<file path="src/rtl/irq_ctrl.sv">
// Interrupt controller for the 8-bit soft processor.
// It synchronises the peripheral lines and latches rising edges into PEND.
// It arbitrates PEND & MASK by fixed priority (index 0 wins) and runs one
// interrupt at a time through request, acknowledge, service and return.
module irq_ctrl #(
  parameter int          NUM_SRC     = 8,
  parameter logic [7:0]  BASE_PORT   = 8'hF0,
  parameter logic [11:0] VECTOR_BASE = 12'h3F0
) (
  input  logic               clk,
  input  logic               reset,
  input  logic [NUM_SRC-1:0] irq_src,
  input  logic [7:0]         port_id,
  input  logic               write_strobe,
  input  logic [7:0]         out_data,
  output logic [7:0]         rd_data,
  output logic               irq_req,
  input  logic               irq_ack,
  input  logic               irq_done,
  output logic [11:0]        irq_vector,
  output logic               irq_active
);

  // Register bits that correspond to real sources. Higher bits read 0 and
  // ignore writes.
  localparam logic [7:0] SRC_MASK = 8'((16'd1 << NUM_SRC) - 16'd1);

  typedef enum logic [1:0] {IDLE, REQ, ACTIVE} state_t;

  state_t             state;
  logic [2:0]         id;
  logic [NUM_SRC-1:0] sync1, sync2, sync3;
  logic [7:0]         rise;
  logic [7:0]         mask, pend;
  logic               ctrl_en;

  logic [7:0]         offset;
  logic               hit, wr_mask, wr_pend, wr_ctrl;
  logic [7:0]         w1c, ack_clr, cand;
  logic [2:0]         pick;

  // Two-flop synchroniser followed by an edge-detect flop.
  // NOTE: sequential state always uses non-blocking (<=) assignments so every
  // flop samples pre-edge values and the chain shifts by one stage per clock.
  always_ff @(posedge clk or negedge reset) begin
    if (!reset) begin
      sync1 <= '0;
      sync2 <= '0;
      sync3 <= '0;
    end else begin
      sync1 <= irq_src;
      sync2 <= sync1;
      sync3 <= sync2;
    end
  end

  // Zero-extend the per-source rise pulses to register width.
  // NOTE: every always_comb output gets a default first, so no path can leave
  // it unassigned and infer a latch.
  always_comb begin
    rise                = '0;
    rise[NUM_SRC-1:0]   = sync2 & ~sync3;
  end

  // Port decode. The subtraction wraps, so the four-port window follows
  // BASE_PORT.
  assign offset  = port_id - BASE_PORT;
  assign hit     = (offset[7:2] == 6'd0);
  assign wr_mask = write_strobe && hit && (offset[1:0] == 2'd0);
  assign wr_pend = write_strobe && hit && (offset[1:0] == 2'd1);
  assign wr_ctrl = write_strobe && hit && (offset[1:0] == 2'd3);

  assign w1c     = wr_pend ? (out_data & SRC_MASK) : 8'd0;
  assign ack_clr = (state == REQ && irq_ack) ? (8'd1 << id) : 8'd0;
  assign cand    = pend & mask;

  // Lowest set index of the enabled pending bits. The loop runs downward so
  // that the last match, which is the lowest index, wins.
  always_comb begin
    pick = 3'd0;
    for (int i = NUM_SRC - 1; i >= 0; i--) begin
      if (cand[i]) pick = 3'(i);
    end
  end

  // Software-visible registers. Clears are applied first and the rise is
  // ORed in last, so a new edge always beats a same-cycle clear of that bit.
  always_ff @(posedge clk or negedge reset) begin
    if (!reset) begin
      mask    <= '0;
      pend    <= '0;
      ctrl_en <= 1'b0;
    end else begin
      if (wr_mask) mask <= out_data & SRC_MASK;
      if (wr_ctrl) ctrl_en <= out_data[0];
      pend <= ((pend & ~w1c & ~ack_clr) | rise) & SRC_MASK;
    end
  end

  // Sequencer: IDLE -> REQ (committed) -> ACTIVE -> IDLE. Outputs are registered.
  always_ff @(posedge clk or negedge reset) begin
    if (!reset) begin
      state      <= IDLE;
      id         <= 3'd0;
      irq_req    <= 1'b0;
      irq_active <= 1'b0;
      irq_vector <= 12'd0;
    end else begin
      unique case (state)
        IDLE: begin
          if (ctrl_en && (cand != 8'd0)) begin
            state      <= REQ;
            id         <= pick;
            irq_req    <= 1'b1;
            irq_vector <= VECTOR_BASE + {9'd0, pick};
          end
        end
        REQ: begin
          if (irq_ack) begin
            state      <= ACTIVE;
            irq_req    <= 1'b0;
            irq_active <= 1'b1;
          end
        end
        ACTIVE: begin
          if (irq_done) begin
            state      <= IDLE;
            id         <= 3'd0;
            irq_active <= 1'b0;
            irq_vector <= 12'd0;
          end
        end
        default: state <= IDLE;
      endcase
    end
  end

  // Read mux. It decodes port_id combinationally and has no side effects.
  always_comb begin
    rd_data = 8'd0;
    if (hit) begin
      unique case (offset[1:0])
        2'd0: rd_data = mask;
        2'd1: rd_data = pend;
        2'd2: rd_data = {irq_active, irq_req, 3'b000, id};
        2'd3: rd_data = {7'd0, ctrl_en};
        default: rd_data = 8'd0;
      endcase
    end
  end

endmodule

</file>
<file path="config.mk">
export PLATFORM = sky130hd
export DESIGN_NAME = irq_ctrl
export DESIGN_NICKNAME = d
export VERILOG_FILES = /design/src/rtl/irq_ctrl.sv
export SDC_FILE = /design/constraint.sdc
export NUM_CORES = 1
export LEC_CHECK = 0
export CAP_MARGIN = 0
export CORE_AREA = 2 2 69 71
export CTS_CLUSTER_DIAMETER = 200
export DETAILED_ROUTE_END_ITERATION = 8
export DIE_AREA = 0 0 71 73
export PLACE_DENSITY = 0.84
export SYNTH_ARGS = -nofsm -noshare
export SYNTH_HDL_FRONTEND = slang
export SYNTH_SLANG_ARGS = --single-unit
</file>
<file path="constraint.sdc">
create_clock -name clk -period 1.55 [get_ports clk]
set_input_delay 0.155 -clock clk [delete_from_list [all_inputs] [get_ports clk]]
set_output_delay 0.155 -clock clk [all_outputs]
set_load 0.03 [all_outputs]
</file>
## Word-level counts from Yosys, hierarchy flattened

Cells that the tools add are included.

- Input port bits: 29
- Bits in read-only memories: 0
- Latch bits: 0
- Output and inout bits: 22
- Memory bits (writable): 0
- Bits in registers: 60
- Memories kept: 0
- Word-level logic and storage cells: 75

- Add/subtract/negate cells: 2
- Multipliers: 0
- Reduce and logical (&&, ||, !) cells: 17
- Bitwise operators: 8
- Muxes and demuxes: 28
- Div/mod/pow operators: 0
- $lt $le $gt $ge: 0
- Equality and inequality tests: 8
- Shifts and indexed selects: 1

Operators with widths:

| operator | number |
|---|---|
| $and A8 B8 Y8 | 4 |
| $pmux W8 S4 | 1 |
| $mux W3 | 10 |
| $mux W12 | 2 |
| $mux W8 | 3 |
| $not A8 Y8 | 3 |
| $pmux W12 S2 | 1 |
| $reduce_and A3 Y1 | 4 |
| $add A10 B3 Y11 const A | 1 |
| $or A8 B8 Y8 | 1 |
| $reduce_bool A8 Y1 | 1 |
| $shl A1 B3 Y8 const A | 1 |
| $sub A8 B8 Y8 const B | 1 |
| $eq A2 B2 Y1 const B | 3 |
| $logic_and A1 B1 Y1 | 6 |
| $logic_not A6 Y1 | 1 |
| $mux W2 | 3 |
| $ne A2 B2 Y1 const B | 3 |
| $pmux W2 S3 | 1 |
| $pmux W3 S2 | 1 |
| $reduce_bool A2 Y1 | 3 |
| $eq A2 B1 Y1 const B | 2 |
| $logic_not A2 Y1 | 2 |
| $mux W1 | 4 |
| $pmux W1 S2 | 2 |

## Logic depth before layout (Yosys ltp)

- Depth in word-level cells: 12
- Gate-level depth with buffers: 5
- Depth with buffers taken out: 4

## Worst setup path after synthesis

OpenSTA, ideal clock, no wires.

- Path type: input to register
- From: input port port_id[3]
- To: register mask[0]
- Path buffers: 0
- Path slack: -93 ps
- Setup time: 125 ps
- Required time: 1425 ps
- Cell stages on the path: 4
- Arrival: 1518 ps
- Cell sequence: or2_1 or3_4 nor3b_4 mux2_2

- Cells in the longest elaborated chain, start to end: 4

RTL lines:

| element | RTL line | source |
|---|---|---|
| start, declared | 13 | `input logic [7:0] port_id,` |
| $sub A8 B8 Y8 | 67 | `assign offset = port_id - BASE_PORT;` |
| $logic_not A6 Y1 | 68 | `assign hit = (offset[7:2] == 6'd0);` |
| $logic_and A1 B1 Y1 (2 in series) | 69 | `assign wr_mask = write_strobe && hit && (offset[1:0] == 2'd0);` |
| end signal, assigned | 94 | `if (wr_mask) mask <= out_data & SRC_MASK;` |
| end, declared | 34 | `logic [7:0] mask, pend;` |

Every way passes these cells.
A chain may end at the register's enable or synchronous reset.

## Worst setup path after layout

- From: register pend[0]
- To: output port rd_data[0]

- Cells in the longest elaborated chain, start to end: 2

RTL lines:

| element | RTL line | source |
|---|---|---|
| start, declared | 34 |  |
| start signal, assigned | 96 | `pend <= ((pend & ~w1c & ~ack_clr) \| rise) & SRC_MASK;` |
| $pmux W8 S4 | 142 | `unique case (offset[1:0])` |
| $mux W8 | 141 | `if (hit) begin` |
| end, declared | 16 | `output logic [7:0] rd_data,` |

Every way passes these cells.

==> out/metrics.csv <==
stage,metric,value,unit
worst_setup_path,max_stage_delay,0.46,ns
synthesis,ys_warn_count,0,
clock_tree,clock_path_buffers,2,
synthesis,synth_top_cells_by_area,"dfrtp_1, mux2_2, mux2i_1",
worst_setup_path,startpoint_type,register,
timing,finalClockSkew,0.00595,ns
timing,slew_viol_final,0,
floorplanning,core.rowCount,25,
synthesis,synth_common_cells,"dfrtp_1, a21oi_1, nand2_1, nor2_1, o21ai_0",
clock_tree,cts_made_buffers,5,
detailed_routing,met3_wirelength,298,µm
place,buffers_on_ports,47,
flow_run,drv.max_cap_violation_count,0,
clock_tree,cts_num_sinks,49,
detailed_routing,met1_length,1920,µm
floorplanning,placeableCoreArea,0.00454,mm²
power_and_ir_drop,total_power,3.34,mW
detailed_routing,via_count,1644,
synthesis,synthesis.instances,185,
timing,fmaxAchievable,0.624,GHz
worst_setup_path,path_cells,"mux4_2, nor2b_4, buf_6",
worst_setup_path,required,1.39,ns
synthesis,synth_top_area_share,0.583,
status,failed_checks,negative setup slack,
floorplanning,io-pin-count,51,
synthesis,synthDistinctLibCells,34,
global_route,global_route.usage.total,0.195,
clock_tree,clk_pin_slew_worst_paths,0.08,ns
cells_and_area,multiInputGateArea,897,µm²
synthesis,synth-edff-count,0,
synthesis,synth_async_sr_flop_share,1.00,
status,run_status,finished with violations,
place,gp_routability_congestion,0.883,
timing,grt_setup_unrepaired,yes,
detailed_routing,detail_route_met2_wl,2560,µm
timing,worst-slew-pin-transition,0.519,ns
timing,timing.max_slew.rel_slack,0.654,
global_route,grt_pass1_wl,7690,µm
worst_setup_path,cp_num_buf_inv,1,
place,dpl.hpwl,3390,µm
cells_and_area,diodes,0,
global_route,number_of_global_route_vias_before_repair,1637,
detailed_routing,drtPass1Iterations,4,
global_route,grt_max_degree,30,
global_route,grt_antenna_before_repair,0,
power_and_ir_drop,power_leakage,1.37,nW
detailed_routing,drc_errors,0,
cells_and_area,design.final.nets,280,
detailed_routing,drtAntennaViolNets,0,
detailed_routing,totalWireLength,4860,µm
synthesis,biggest_area_consumer_among_synthesized_cells,dfrtp_1,
worst_setup_path,type_of_the_worst_setup_path,reg2out,
worst_setup_path,cp.arrival,1.45,ns
timing,fin_hold_ws,0.287,ns
detailed_routing,post_drt_via_cell_ratio,5.39,
worst_setup_path,highest_net_fanout_along_the_worst_path,2,
power_and_ir_drop,cellPowerDensity,1100,mW/mm²
synthesis,most_frequently_used_cell_type_in_the_post_synthesis_netlist,dfrtp_1,
cells_and_area,drive_above_1_share,0.283,
detailed_routing,route.top_layer_used,met4,
worst_setup_path,critical-path-top-delay-family,multiplexers,
timing,timing.final.hold_violations,0,
timing,setup-violations-final,1,
synthesis,synthesis.area,0.00210,mm²
floorplanning,floorplan.die_area,0.00518,mm²
clock_tree,worst_skew_pair.late_latency,0.29,ns
timing,final.setup.worst_slack,-0.0525,ns
synthesis,synth.ff_latch_count,49,
cells_and_area,area.sequential,0.00123,mm²
synthesis,ys_seq_area_frac,0.583,
synthesis,ys_dominant_reg_cell,dfrtp_1,
cells_and_area,fillerInstances,335,
worst_hold_path,min-delay-path-class,in2reg,
cells_and_area,syn2layout_area_growth,43.7,%
floorplanning,die_x,71,µm
detailed_routing,wire_per_inst,15.9,µm
global_route,grt_remaining_overflow,0,
floorplanning,initial_utilization,0.464,
clock_tree,htreeDepth,2,
timing,period_minus_slack,1.60,ns
detailed_routing,first_iter_violations,80,
timing,part_of_the_cycle_the_worst_path_needs,1.03,
power_and_ir_drop,vdd_drop_max,699,µV
clock_tree,clk_root_buffer_cell,clkbuf_8,
clock_tree,cts_tree,yes,
synthesis,post_synth.cell_area_avg,11.4,µm²
worst_setup_path,worst_setup_path_end_kind,primary output,
floorplanning,die_h,73,µm
worst_setup_path,critical_path.slowest_cell,mux4_2,
cells in the final DEF, fill, tap and decap left out, drive strengths merged, types with 3 or more instances in the layout:
| master | instances |
|---|---|
| clkdlybuf4s50 | 19 |
| buf | 31 |
| mux2i | 9 |
| o21ai | 11 |
| mux2 | 9 |
| clkbuf | 5 |
| nand2b | 3 |
| dfrtp | 49 |
| nand2 | 15 |
| a22oi | 4 |
| inv | 9 |
| a21o | 8 |
| nor2 | 14 |
| conb | 3 |
| dlygate4sd2 | 14 |
| dlymetal6s2s | 3 |
| a21oi | 16 |
logic make-up after synthesis:
| group | after synthesis | share of synthesized area |
|---|---|---|
| flip-flops | 49 | 0.583 |
| AND/OR/NAND/NOR | 48 | 0.125 |
| AO/OA/AOI/OAI | 46 | 0.135 |
| buffers and inverters | 22 | 0.0535 |
| multiplexers | 19 | 0.102 |
| other | 1 | 0.00178 |
per-layer routing:
metal  track usage  vias to the layer above
met5             0                        -
met4        0.0734                        0
met3        0.0497                        8
met1         0.234                      809
li1              -                      765
met2         0.341                       62
cell type report:
class | instances | area share
inverter | 9 | 0.0112
tap | 54 | 0.0223
timing repair buffer | 70 | 0.229
clock buffer | 5 | 0.0228
multi-input combinational | 116 | 0.297
sequential | 49 | 0.406
clock inverter | 2 | 0.0116
worst paths after layout:
path | from | end | slack (ns) | cells past startpoint
setup / recovery | pend[0] | rd_data[0] | -0.05 | 3
hold / removal | irq_src[5] | sync1[5] | 0.29 | 1
setup reg to reg | state[1] | pend[1] | 0.08 | 4
hold reg to reg | sync1[7] | sync2[7] | 0.35 | 0
max in group asynchronous | reset | pend[0] | 0.66 | 3
min in group asynchronous | reset | pend[2] | 0.36 | 2
sequential cells by signal, summed over array words and instances (netlist names):
register and cells:
id 2, pend 8, state 2, mask 8, irq_vector 2, sync3 8
irq_active 1, sync2 8, irq_req 1, ctrl_en 1, sync1 8
per-stage QoR:
stage	instance area, µm²	util	worst slack (ns)	TNS, ns	instances
after CTS	2940	0.647	-0.0854	-0.0854	301
after detailed placement	2670	0.590	-0.462	-7.23	287
after floorplan	2110	-	-0.0744	-0.595	187
final	3020	0.667	-0.0525	-0.0525	305
after global placement	2670	0.590	-0.439	-6.86	287
after global routing	3020	0.667	-0.0883	-0.107	305
repair_timing:
item | 4_1_cts | 5_1_grt
pin swaps | 9 | 5
gates cloned | 0 | 0
buffers inserted | 6 | 4
setup endpoints to repair | 25 | 20
hold buffers | 1 | 0
endpoints found under the hold margin | 20 | 0
gates resized for setup | 52 | 15
worst register-to-register path, cell delays in order, from the launching register on:
cell and delay (ns):
dfrtp_1 0.48, nand4bb_2 0.37, o21ai_0 0.26, a21oi_1 0.09, a21o_1 0.17
where the power goes:
| part | internal [mW] | switching, mW | total [mW] |
|---|---|---|---|
| sequential | 1.39 | 0.0945 | 1.48 |
| combinational | 0.424 | 0.572 | 0.996 |
| clock | 0.469 | 0.393 | 0.862 |
No activity file was read; power rests on OpenSTA's default activity.
